`config.mk`:
```
export PLATFORM = sky130hd
export DESIGN_NAME = bus_xcvr_sched_flat
export DESIGN_NICKNAME = d
export VERILOG_FILES = /design/src/rtl/bus_xcvr_sched_if.sv /design/src/rtl/bus_xcvr_sched.sv /design/src/flat_wrapper.sv
export SDC_FILE = /design/constraint.sdc
export NUM_CORES = 1
export LEC_CHECK = 0
export BUFFER_PORTS_ARGS = -buffer_cell sky130_fd_sc_hd__buf_2
export CORE_UTILIZATION = 50
export CTS_BUF_LIST = sky130_fd_sc_hd__clkbuf_16
export CTS_CLUSTER_SIZE = 16
export DETAILED_ROUTE_END_ITERATION = 10
export GPL_TIMING_DRIVEN = 0
export PLACE_DENSITY = 0.71
export RECOVER_POWER = 100
export SYNTH_ARGS = -nofsm -noshare
export SYNTH_HDL_FRONTEND = slang
export SYNTH_SLANG_ARGS = --single-unit
export TNS_END_PERCENT = 1
```
`constraint.sdc`:
```
create_clock -name clk -period 2.1 [get_ports clk]
set_input_delay 0.105 -clock clk [delete_from_list [all_inputs] [get_ports clk]]
set_output_delay 0.105 -clock clk [all_outputs]
set_load 0.01 [all_outputs]
```
`src/rtl/bus_xcvr_sched_if.sv`:
```
// Request/acknowledge and transceiver-control signals for bus_xcvr_sched.
// The slave modport is the scheduler's view; master is the requesters' and transceivers' view.
interface bus_xcvr_sched_if;
    logic req0;
    logic wr0;
    logic ack0;
    logic req1;
    logic wr1;
    logic ack1;
    logic xcvr_dr;
    logic xcvr_cs_n;
    logic owner;
    logic busy;

    modport master (
        output req0, wr0, req1, wr1,
        input  ack0, ack1, xcvr_dr, xcvr_cs_n, owner, busy
    );

    modport slave (
        input  req0, wr0, req1, wr1,
        output ack0, ack1, xcvr_dr, xcvr_cs_n, owner, busy
    );
endinterface

```
`src/rtl/bus_xcvr_sched.sv`:
```
// Two-port arbiter/sequencer for a shared 74LS245-style transceiver pair. Inserts dead cycles
// around every transfer and direction reversal so the A and B sides never fight.
module bus_xcvr_sched #(
    parameter int unsigned TURN_CYCLES = 1,
    parameter int unsigned HOLD_CYCLES = 2
) (
    input  logic            clk,
    input  logic            reset,
    bus_xcvr_sched_if.slave bus
);
    localparam int unsigned CntMax = (TURN_CYCLES > HOLD_CYCLES) ? TURN_CYCLES : HOLD_CYCLES;
    localparam int unsigned CntW   = $clog2(CntMax + 1);

    typedef enum logic [1:0] {StIdle, StTurn, StActive, StRecover} state_e;

    state_e          state_q;
    logic [CntW-1:0] cnt_q;
    logic            cs_n_q;
    logic            dr_q;
    logic            ack0_q;
    logic            ack1_q;
    logic            owner_q;
    logic            busy_q;

    logic winner;
    logic win_wr;
    logic req_own;

    // Round-robin: on a tie the port that was not last granted wins.
    always_comb begin
        winner = 1'b0;
        if (bus.req0 && bus.req1) begin
            winner = ~owner_q;
        end else if (bus.req1) begin
            winner = 1'b1;
        end
        win_wr  = winner ? bus.wr1 : bus.wr0;
        req_own = owner_q ? bus.req1 : bus.req0;
    end

    always_ff @(posedge clk) begin
        if (reset) begin
            state_q <= StIdle;
            cnt_q   <= '0;
            cs_n_q  <= 1'b1;
            dr_q    <= 1'b0;
            ack0_q  <= 1'b0;
            ack1_q  <= 1'b0;
            owner_q <= 1'b1;
            busy_q  <= 1'b0;
        end else begin
            ack0_q <= 1'b0;
            ack1_q <= 1'b0;
            unique case (state_q)
                StIdle: begin
                    cs_n_q <= 1'b1;
                    if (bus.req0 || bus.req1) begin
                        owner_q <= winner;
                        busy_q  <= 1'b1;
                        cnt_q   <= '0;
                        if (win_wr == dr_q) begin
                            state_q <= StActive;
                            cs_n_q  <= 1'b0;
                            ack0_q  <= (HOLD_CYCLES == 1) && !winner;
                            ack1_q  <= (HOLD_CYCLES == 1) && winner;
                        end else begin
                            // Direction only ever changes here, with cs_n already high.
                            dr_q    <= win_wr;
                            state_q <= StTurn;
                        end
                    end
                end
                StTurn: begin
                    if (!req_own) begin
                        state_q <= StRecover;
                    end else if (cnt_q == CntW'(TURN_CYCLES - 1)) begin
                        state_q <= StActive;
                        cnt_q   <= '0;
                        cs_n_q  <= 1'b0;
                        ack0_q  <= (HOLD_CYCLES == 1) && !owner_q;
                        ack1_q  <= (HOLD_CYCLES == 1) && owner_q;
                    end else begin
                        cnt_q <= cnt_q + CntW'(1);
                    end
                end
                StActive: begin
                    if (!req_own || cnt_q == CntW'(HOLD_CYCLES - 1)) begin
                        // Either the hold time is done or the owner withdrew: disable, no ack.
                        state_q <= StRecover;
                        cs_n_q  <= 1'b1;
                    end else begin
                        cnt_q <= cnt_q + CntW'(1);
                        if (cnt_q + CntW'(1) == CntW'(HOLD_CYCLES - 1)) begin
                            ack0_q <= !owner_q;
                            ack1_q <= owner_q;
                        end
                    end
                end
                StRecover: begin
                    state_q <= StIdle;
                    cs_n_q  <= 1'b1;
                    busy_q  <= 1'b0;
                end
                default: begin
                    state_q <= StIdle;
                    cs_n_q  <= 1'b1;
                    busy_q  <= 1'b0;
                end
            endcase
        end
    end

    assign bus.xcvr_cs_n = cs_n_q;
    assign bus.xcvr_dr   = dr_q;
    assign bus.ack0      = ack0_q;
    assign bus.ack1      = ack1_q;
    assign bus.owner     = owner_q;
    assign bus.busy      = busy_q;
endmodule

```
`src/flat_wrapper.sv`:
```
// flat-port wrapper written by rule: the top's interface ports become plain ports
module bus_xcvr_sched_flat 
#(
    parameter int unsigned TURN_CYCLES = 1,
    parameter int unsigned HOLD_CYCLES = 2
)
  (clk, reset, bus_req0, bus_wr0, bus_req1, bus_wr1, bus_ack0, bus_ack1, bus_xcvr_dr, bus_xcvr_cs_n, bus_owner, bus_busy);
  bus_xcvr_sched_if bus_i ();
  input  logic clk;
  input  logic reset;
  input wire logic [$bits(bus_i.req0)-1:0] bus_req0;
  input wire logic [$bits(bus_i.wr0)-1:0] bus_wr0;
  input wire logic [$bits(bus_i.req1)-1:0] bus_req1;
  input wire logic [$bits(bus_i.wr1)-1:0] bus_wr1;
  output wire logic [$bits(bus_i.ack0)-1:0] bus_ack0;
  output wire logic [$bits(bus_i.ack1)-1:0] bus_ack1;
  output wire logic [$bits(bus_i.xcvr_dr)-1:0] bus_xcvr_dr;
  output wire logic [$bits(bus_i.xcvr_cs_n)-1:0] bus_xcvr_cs_n;
  output wire logic [$bits(bus_i.owner)-1:0] bus_owner;
  output wire logic [$bits(bus_i.busy)-1:0] bus_busy;
  assign bus_i.req0 = bus_req0;
  assign bus_i.wr0 = bus_wr0;
  assign bus_i.req1 = bus_req1;
  assign bus_i.wr1 = bus_wr1;
  assign bus_ack0 = bus_i.ack0;
  assign bus_ack1 = bus_i.ack1;
  assign bus_xcvr_dr = bus_i.xcvr_dr;
  assign bus_xcvr_cs_n = bus_i.xcvr_cs_n;
  assign bus_owner = bus_i.owner;
  assign bus_busy = bus_i.busy;
  bus_xcvr_sched #(.TURN_CYCLES(TURN_CYCLES), .HOLD_CYCLES(HOLD_CYCLES)) u_core (.clk(clk), .reset(reset), .bus(bus_i));
endmodule
```
# --- Word-level counts from Yosys, hierarchy flattened ---
# Cells that the tools add are included.
totals:
  register_bits: 10
  in_bits: 6
  out_inout_bits: 6
  wordCells: 64
classes:
  add_sub_neg: 1
  eq_ne: 12
  n_mux: 23
  bitwise: 4
  reduce_logical: 16
op_table:
  columns: ["op", "count"]
  rows:
  - ["2-bit 2-to-1 mux", 9]
  - ["1-bit 2-to-1 mux", 10]
  - ["3-bit AND reduction", 3]
  - ["2-bit by 1-bit inequality test with 1-bit output (second input constant)", 4]
  - ["2-bit case mux with 4 select lines", 1]
  - ["2-bit by 1-bit equality test with 1-bit output (second input constant)", 3]
  - ["2-bit case mux with 3 select lines", 1]
  - ["2-bit equality test (second input constant)", 2]
  - ["2-bit zero test", 2]
  - ["1-bit NOT", 4]
  - ["1-bit case mux with 4 select lines", 1]
  - ["2-bit AND reduction", 2]
  - ["4-bit AND reduction", 1]
  - ["4-bit OR reduction", 1]
  - ["3-bit inequality test (second input constant)", 1]
  - ["3-bit nonzero test", 1]
  - ["2-bit by 1-bit adder with 2-bit output (second input constant)", 1]
  - ["1-bit zero test", 2]
  - ["1-bit logical OR", 2]
  - ["2-bit inequality test (second input constant)", 1]
  - ["1-bit case mux with 2 select lines", 1]
  - ["2-bit nonzero test", 1]
  - ["1-bit equality test", 1]
  - ["1-bit logical AND", 1]

# --- Depth between registers and ports, before layout ---
# Gate-level depths: netlist of run 1.
logic_depth:
  ltp_word: 7
  mapped_depth: 7
  depth_no_buf: 6

# --- Least setup slack after synthesis of run 1 ---
# OpenSTA, ideal clock, no wires.
synth_timing:
  path_kind: "reg-to-reg"
  from: "register u_core.state_q[0]"
  to: "register u_core.cnt_q[0]"
  setup_time_ps: 132
  t_arrival_ps: 1389
  required_time_ps: 1968
  slack_ps: 578
  stages_incl_launch_ff: 7
  path_buffers: 0
  synth_period_minus_slack_ps: 1522
  path_cell_list: "dfxtp_1 > inv_1 > ha_1 > nor3b_1 > a2111oi_2 > o211ai_1 > a21oi_1"
synth_via:
  elab_chain_cells: 3
  elab_cells_between_ends: 9
  classes_between: "eq/ne: 5; mux: 1; reduce/logical: 3"
synth_rtl:
  columns: ["item", "line_no", "source"]
  rows:
  - ["start, declared", "bus_xcvr_sched.sv:16", "state_e state_q;"]
  - ["start signal, assigned", "bus_xcvr_sched.sv:43", "state_q <= StIdle;"]
  - ["start signal, assigned", "bus_xcvr_sched.sv:62", "state_q <= StActive;"]
  - ["start signal, assigned", "bus_xcvr_sched.sv:69", "state_q <= StTurn;"]
  - ["2-bit equality test (tied with other cells)", "bus_xcvr_sched.sv:54", "unique case (state_q)"]
  - ["2-bit inequality test (no line) (tied with other cells)", null, null]
  - ["4-bit AND reduction (no line)", null, null]
  - ["end signal, assigned", "bus_xcvr_sched.sv:83", "cnt_q <= cnt_q + CntW'(1);"]
  - ["end signal, assigned", "bus_xcvr_sched.sv:92", "cnt_q <= cnt_q + CntW'(1);"]
  - ["end, declared", "bus_xcvr_sched.sv:17", "logic [CntW-1:0] cnt_q;"]
# Several ways; a longest one is shown, not always the timed one.
# A chain may end at the register's enable or synchronous reset.

# --- Worst setup path in the final report of run 1 ---
layout_timing:
  from: "register u_core.state_q[0]"
  to: "register u_core.state_q[0]"
layout_via:
  elab_chain_cells: 3
  elab_cells_between_ends: 9
  classes_between: "eq/ne: 6; mux: 1; reduce/logical: 2"
layout_rtl:
  columns: ["item", "line_no"]
  rows:
  - ["2-bit by 1-bit equality test with 1-bit output (tied with other cells)", "bus_xcvr_sched.sv:54"]
  - ["3-bit inequality test (no line) or 2-bit by 1-bit inequality test with 1-bit output (tied branches)", null]
  - ["3-bit AND reduction (no line)", null]
# Several ways; a longest one is shown, not always the timed one.

==> results of run 1 <==
how the worst max path moves through the flow:
stage / start / endpoint / slack [ns] / cells after the start
after global placement: u_core.state_q[0]$_SDFFE_PP0P_ / u_core.cnt_q[0]$_SDFFE_PP0P_ / 0.33 / 6
after detailed placement: u_core.state_q[0]$_SDFFE_PP0P_ / u_core.state_q[0]$_SDFFE_PP0P_ / 0.33 / 7
final: u_core.state_q[0]$_SDFFE_PP0P_ / u_core.state_q[0]$_SDFFE_PP0P_ / 0.31 / 7
after global routing: u_core.state_q[1]$_SDFFE_PP0P_ / u_core.cnt_q[0]$_SDFFE_PP0P_ / 0.11 / 6
after CTS: u_core.state_q[0]$_SDFFE_PP0P_ / u_core.state_q[0]$_SDFFE_PP0P_ / 0.33 / 7
after floorplan: u_core.state_q[0]$_SDFFE_PP0P_ / u_core.cnt_q[0]$_SDFFE_PP0P_ / 0.58 / 6
per-stage QoR:
step | instances | worst slack [ns] | util, % | power, mW
CTS | 108 | 0.334 | 69.9 | 1.12
detailed placement | 104 | 0.334 | 63.3 | 0.770
finish | 108 | 0.306 | 68.8 | 1.09
global route | 108 | 0.105 | 68.8 | 1.18
global placement | 104 | 0.334 | 63.3 | 0.759
floorplan | 79 | 0.578 | - | 0.654
cell type report:
class	instances	area [sq um]
multi-input combinational	59	434
fill	109	370
sequential	10	200
clock buffer	3	75.1
timing repair buffer	11	47.5
inverter	7	26.3
tap	14	17.5
buffer	3	11.3
clock inverter	1	3.75
state kept, by name, indices dropped and copies added (netlist names):
signal and count:
u_core.cnt_q 2, u_core.state_q 2, u_core.bus.ack0 1, u_core.bus.ack1 1
u_core.bus.busy 1, u_core.bus.owner 1, u_core.bus.xcvr_cs_n 1, u_core.bus.xcvr_dr 1
power groups by stage:
stage | combinational [mW] | clock, mW | sequential (mW)
2_1_floorplan | 0.367 | 0 | 0.286
3_3_place_gp | 0.482 | 0 | 0.277
3_5_place_dp | 0.489 | 0 | 0.281
4_1_cts | 0.493 | 0.346 | 0.278
5_1_grt | 0.540 | 0.353 | 0.284
6_report | 0.476 | 0.337 | 0.278
cell usage after synthesis:
master	instances	area, sq um
a2111o_1	1	11.3
a2111oi_2	1	15.0
a211oi_1	1	7.51
a21boi_0	2	15.0
a21oi_1	8	40.0
a22o_1	1	8.76
a311o_1	1	10.0
a311oi_1	1	8.76
a41oi_1	1	8.76
buf_2	1	5.00
clkbuf_1	2	7.51
dfxtp_1	10	200
ha_1	7	87.6
inv_1	7	26.3
mux2_2	1	11.3
mux2i_1	1	10.0
mux2i_2	1	13.8
nand2b_1	3	18.8
nand3_1	2	10.0
nand3b_1	4	30.0
nor2_1	6	22.5
nor3_1	2	10.0
nor3b_1	1	7.51
nor4_1	2	12.5
o211a_1	1	10.0
o211ai_1	1	7.51
o21a_1	1	7.51
o21ai_0	3	15.0
o21ai_1	1	5.00
o2bb2ai_1	1	8.76
or2_0	1	6.26
or2_1	1	6.26
or2b_1	1	7.51
or3_1	1	6.26
cell families after synthesis:
| logic type | share of synthesized area, % |
|---|---|
| AO/OA/AOI/OAI | 26.4 |
| flip-flops | 29.5 |
| AND/OR/NAND/NOR | 20.3 |
| adder cells (fa/ha/maj) | 12.9 |
| buffers and inverters | 5.72 |
| multiplexers | 5.17 |
worst min-delay path, stage by stage:
cell and delay (ns):
buf_2 0.10, nand2b_1 0.10, o2bb2ai_1 0.06
per-layer routing:
layer / wire (um) / vias up / share of wire [%] / global-route usage (%)
li1: - / 324 / - / -
met1: 651 / 271 / 46 / 27.6
met4: 37 / 0 / 2.6 / 18.1
met3: 60 / 6 / 4.3 / 8.67
met5: 0 / - / 0 / 0
met2: 656 / 13 / 47 / 38.8
==> flow_summary.ini, run 1 <==
[yosys]
synthesis.nets = 92
syn_area_sq_um = 678
synth-seq-cells = 10
syn_avg_cell_area_sq_um = 8.58
syn_inst = 79
yosysSeqAreaShare_pct = 29.5
ys_types = 34
ys_warn_count = 0

[route]
avgRoutedWirePerCell_um = 13.0
avgViaCountPerCell = 5.69
firstDrtPassIters = 4
route.detailed.drc = 0
num_vias = 614
finalWirelength_um = 1410
drt_iter0_drc = 7
drtAntennaViolNets = 0

[power]
seq_power_share_pct = 25.5
clock_power_share_pct = 30.9
p_per_area_nw_per_um2 = 1340
p_int_mw = 0.685
share_comb_of_total_power_pct = 43.6
irDropWorstVdd_mv = 0.812
p_switching_mw = 0.406
leakage_nw = 0.328
sw_frac_of_total_pct = 37.2

[critical_path]
r2r-end = u_core.state_q[0]$_SDFFE_PP0P_
r2r_slack_ns = 0.31
cpPeakStageDelay_ns = 0.33
critPathLaunchType = flop
path_buf_inv = 2
crit_chain = inv_1, ha_1, clkbuf_1, nand3b_1, a21boi_0, nor2_1, a311oi_1
cpMaxStageDelayCell = clkbuf_1
rr_worst_depth = 7
worst_ep_arrival_time_ns = 1.93
rr_startpoint = u_core.state_q[0]$_SDFFE_PP0P_
worstPathRequired_ns = 2.24
cp-end-kind = flop
critPathTopFamily = compound AO/OA/AOI/OAI gates
path_class = reg2reg
cp_max_fo = 10

[clock_tree]
cts_root_buf = clkbuf_16
clkSlewWorstSetupHoldPaths_ns = 0.04
htree_num_levels = 1
hold_buffers = 0
cts_made_buffers = 3
post_cts_buffers = 0
clock_sinks = 10
cts_tree = done
cts_resized = 0
clk_latency_ns = 0.24
clockBufferDepth = 2

[timing]
period_share_pct = 85.5
rsz0062_at_grt = false
drv_slew = 0
holdWs_ns = 0.178
relSlewSlack_pct = 57.5
fin_crit_ns = 1.79
skew_ns = 0.00178
setup_viol = 0
tightest_slew_ns = 0.637
timing.fmax_mhz = 557
final.setup.tns_ns = 0
hold_violations = 0

[final_layout]
antenna-diode-count = 0
most-common-layout-cells = dfxtp_1, clkbuf_1, a21oi_1, inv_1, ha_1
final_common_cell = dfxtp_1
drive_gt1_share_pct = 10.6
design_area_sq_um = 816
area_growth_pct = 20.3
finalNetCount = 108

[hold_path]
hold_path.class = in2reg
hold_end = u_core.state_q[1]$_SDFFE_PP0P_
hold-path-cell-count = 3
hold_start = reset

[global_route]
grt_pass1_wl_um = 2420
grt-ovfl-total = 0
grt_max_degree = 11
antenna_found_initial = 0
grt.total_usage_pct = 24.9
grt_pass1_vias = 589

[die]
die_h_um = 38.8
ios = 12
rows = 12
core_sq_um = 1190
die-area_sq_um = 1510
initial_core_util_pct = 57.2
die_x_um = 38.8

[flow_run]
cap_violations = 0

[placement]
dp_hpwl_um = 1070
port_buffers = 11
gp_congestion = 0.788
dpl_cell_area_sq_um = 751

[outcome]
outcome = completed
No activity file was read; power rests on OpenSTA's default activity.
==> run 2, diff against run 1 <==
--- a/config.mk
+++ b/config.mk
@@ -5,12 +5,12 @@
 export SDC_FILE = /design/constraint.sdc
 export NUM_CORES = 1
 export LEC_CHECK = 0
+export ABC_AREA = 1
 export BUFFER_PORTS_ARGS = -buffer_cell sky130_fd_sc_hd__buf_2
 export CORE_UTILIZATION = 50
 export CTS_BUF_LIST = sky130_fd_sc_hd__clkbuf_16
 export CTS_CLUSTER_SIZE = 16
 export DETAILED_ROUTE_END_ITERATION = 10
-export GPL_TIMING_DRIVEN = 0
 export PLACE_DENSITY = 0.71
 export RECOVER_POWER = 100
 export SYNTH_ARGS = -nofsm -noshare
==> run 2 against run 1 <==
First-iteration DRC count increased by 140%. Die area shrank 1.6%. Setup slack improved by 0.25 ns. Global-route usage up 0.60 points. Synthesized area down 1.7%. Via count is 5.9% higher. Critical path type unchanged. Critical endpoint is now u_core.state_q[1]$_SDFFE_PP0P_. Largest cell class unchanged.
==> flow_summary.ini, run 2 <==
[timing]
rsz0062_at_grt = false
drv_slew = 0
fin_crit_ns = 1.54
skew_ns = 0.00433
tightest_slew_ns = 0.251
period_share_pct = 73.5
timing.fmax_mhz = 648
setup_viol = 0
relSlewSlack_pct = 83.2
final.setup.tns_ns = 0
hold_violations = 0

[clock_tree]
clkSlewWorstSetupHoldPaths_ns = 0.04
htree_num_levels = 1
clock_sinks = 10
cts_tree = done
cts_resized = 0
clockBufferDepth = 2
clk_latency_ns = 0.24
hold_buffers = 0
post_cts_buffers = 0
cts_made_buffers = 3
cts_root_buf = clkbuf_16

[yosys]
ys_types = 15
synth_top_cell_area_share_pct = 30.0
syn_avg_cell_area_sq_um = 6.60
synth_ff_type = dfxtp_1
syn_area_sq_um = 667
synth-edff-count = 0
synth_most_common_cell = nand2_1
synthesis.nets = 114
async_reset_ff_share_pct = 0
ys_top_cells_by_count = nand2_1, inv_1, nand3_1, dfxtp_1, nor2_1
syn_inst = 101
synth-seq-cells = 10
synth_top_area_cell = dfxtp_1
yosysSeqAreaShare_pct = 30.0
synth_area_leaders = dfxtp_1, ha_1, nand2_1, nand3_1, inv_1
ys_warn_count = 0

[critical_path]
worstPathRequired_ns = 2.24
worst_ep_arrival_time_ns = 1.68
crit_chain = inv_1, ha_1, inv_1, nor2_4, inv_1, nand2_1, inv_1, nand3_1, nand2_1, inv_1
startpoint = u_core.state_q[0]$_SDFFE_PP0P_
rr_worst_depth = 10
r2r-end = u_core.state_q[1]$_SDFFE_PP0P_
cp-end-kind = flop
rr_startpoint = u_core.state_q[0]$_SDFFE_PP0P_
r2r_slack_ns = 0.56
path_common_cell = inv_1
path_class = reg2reg
cpMaxStageDelayCell = dfxtp_1
cpPeakStageDelay_ns = 0.36
critPathLaunchType = flop
cp_max_fo = 7

[power]
p_per_area_nw_per_um2 = 1430
share_comb_of_total_power_pct = 44.6
seq_power_share_pct = 25.5
p_switching_mw = 0.461
irDropWorstVdd_mv = 0.757
p_int_mw = 0.684
total_power_mw = 1.15
clock_power_share_pct = 29.9
leakage_nw = 0.420
sw_frac_of_total_pct = 40.3

[route]
num_vias = 650
avgRoutedWirePerCell_um = 11.0
route.detailed.drc = 0
finalWirelength_um = 1430
drt_iter0_drc = 17
avgViaCountPerCell = 5.00
firstDrtPassIters = 4
drtAntennaViolNets = 0

[global_route]
grt_pass1_vias = 622
grt-ovfl-total = 0
grt_max_degree = 8
grt_pass1_wl_um = 2490
grt.total_usage_pct = 25.5
antenna_found_initial = 0

[die]
ios = 12
initial_core_util_pct = 56.9
die_h_um = 38.5
core_sq_um = 1170
die-area_sq_um = 1480
die_x_um = 38.5
rows = 12

[final_layout]
finalNetCount = 130
multiInputGateArea_sq_um = 384
antenna-diode-count = 0
area_growth_pct = 20.5
drive_gt1_share_pct = 11.2
top_regs = u_core.cnt_q (2), u_core.state_q (2)
register_area_sq_um = 200
most-common-layout-cells = nand2_1, inv_1, nand3_1, dfxtp_1, nor2_1
fillers = 120
final_common_cell = nand2_1

[placement]
dp_hpwl_um = 1040
port_buffers = 11
gp_congestion = 0.852

[hold_path]
hold_end = u_core.bus.xcvr_cs_n$_SDFFE_PP1P_
hold-path-cell-count = 3
hold_path.class = in2reg
hold_start = reset

[flow_run]
cap_violations = 0

[outcome]
outcome = completed
run 2: cell count changes after synthesis, sizes merged, moves of 3 or more:
cell,previous run,this run
nor2,6,11
inv,7,20
nand2,0,25
nand2b,3,0
nand3b,4,0
nand3,2,13
run 2: metrics by stage:
stage | instance area [sq um] | util [%] | hold slack, ns | std cells | setup WS, ns
after floorplan | 667 | - | 0.200 | 101 | 0.839
after global placement | 739 | 63.1 | 0.324 | 126 | 0.681
after detailed placement | 739 | 63.1 | 0.322 | 126 | 0.695
after CTS | 818 | 69.9 | 0.0780 | 130 | 0.669
after global routing | 803 | 68.6 | 0.0880 | 130 | 0.428
final | 803 | 68.6 | 0.0746 | 130 | 0.556
run 2: cell families after synthesis:
family                   after synthesis  share of synthesized area, %
AND/OR/NAND/NOR                       49                          33.4
adder cells (fa/ha/maj)                7                          13.1
flip-flops                            10                          30.0
buffers and inverters                 20                          11.3
AO/OA/AOI/OAI                         15                          12.2
run 2: worst max-delay path: cells and delay by family (launching register included):
| family | cells | cell delay (ns) |
|---|---|---|
| buffers and inverters | 5 | 0.48 |
| flip-flops | 1 | 0.36 |
| AND/OR/NAND/NOR | 4 | 0.33 |
| adder cells (fa/ha/maj) | 1 | 0.28 |
run 2: worst max path at each step:
stage                                      endpoint  depth (start not counted)  slack, ns
detailed placement  u_core.bus.xcvr_dr$_SDFFE_PP0P_                          6       0.69
finish               u_core.state_q[1]$_SDFFE_PP0P_                         10       0.56
floorplan              u_core.cnt_q[0]$_SDFFE_PP0P_                          6       0.84
global placement       u_core.bus.busy$_SDFFE_PP0P_                          6       0.68
CTS                  u_core.state_q[1]$_SDFFE_PP0P_                         10       0.67
global route         u_core.state_q[1]$_SDFFE_PP0P_                         10       0.43
run 2: power by group through the flow:
stage	clock network [mW]	registers, mW	logic (mW)
after global placement	0	0.293	0.520
after floorplan	0	0.305	0.388
after detailed placement	0	0.296	0.521
after global routing	0.360	0.303	0.584
final	0.342	0.292	0.510
after CTS	0.344	0.293	0.529
run 2: final cells by class:
cell class | instances | share of cell area (%)
Sequential cell | 10 | 24.9
Multi-Input combinational cell | 71 | 47.8
Inverter | 20 | 9.35
Clock buffer | 3 | 9.35
Tap cell | 14 | 2.18
Timing Repair Buffer | 11 | 5.92
Clock inverter | 1 | 0.467
run 2: layer usage:
layer	wire, um	share of wire [%]	global-route usage [%]
met1	660	46	27.9
met2	683	48	42.9
met3	55	3.9	10.5
met4	25	1.8	10.3
met5	0	0	0
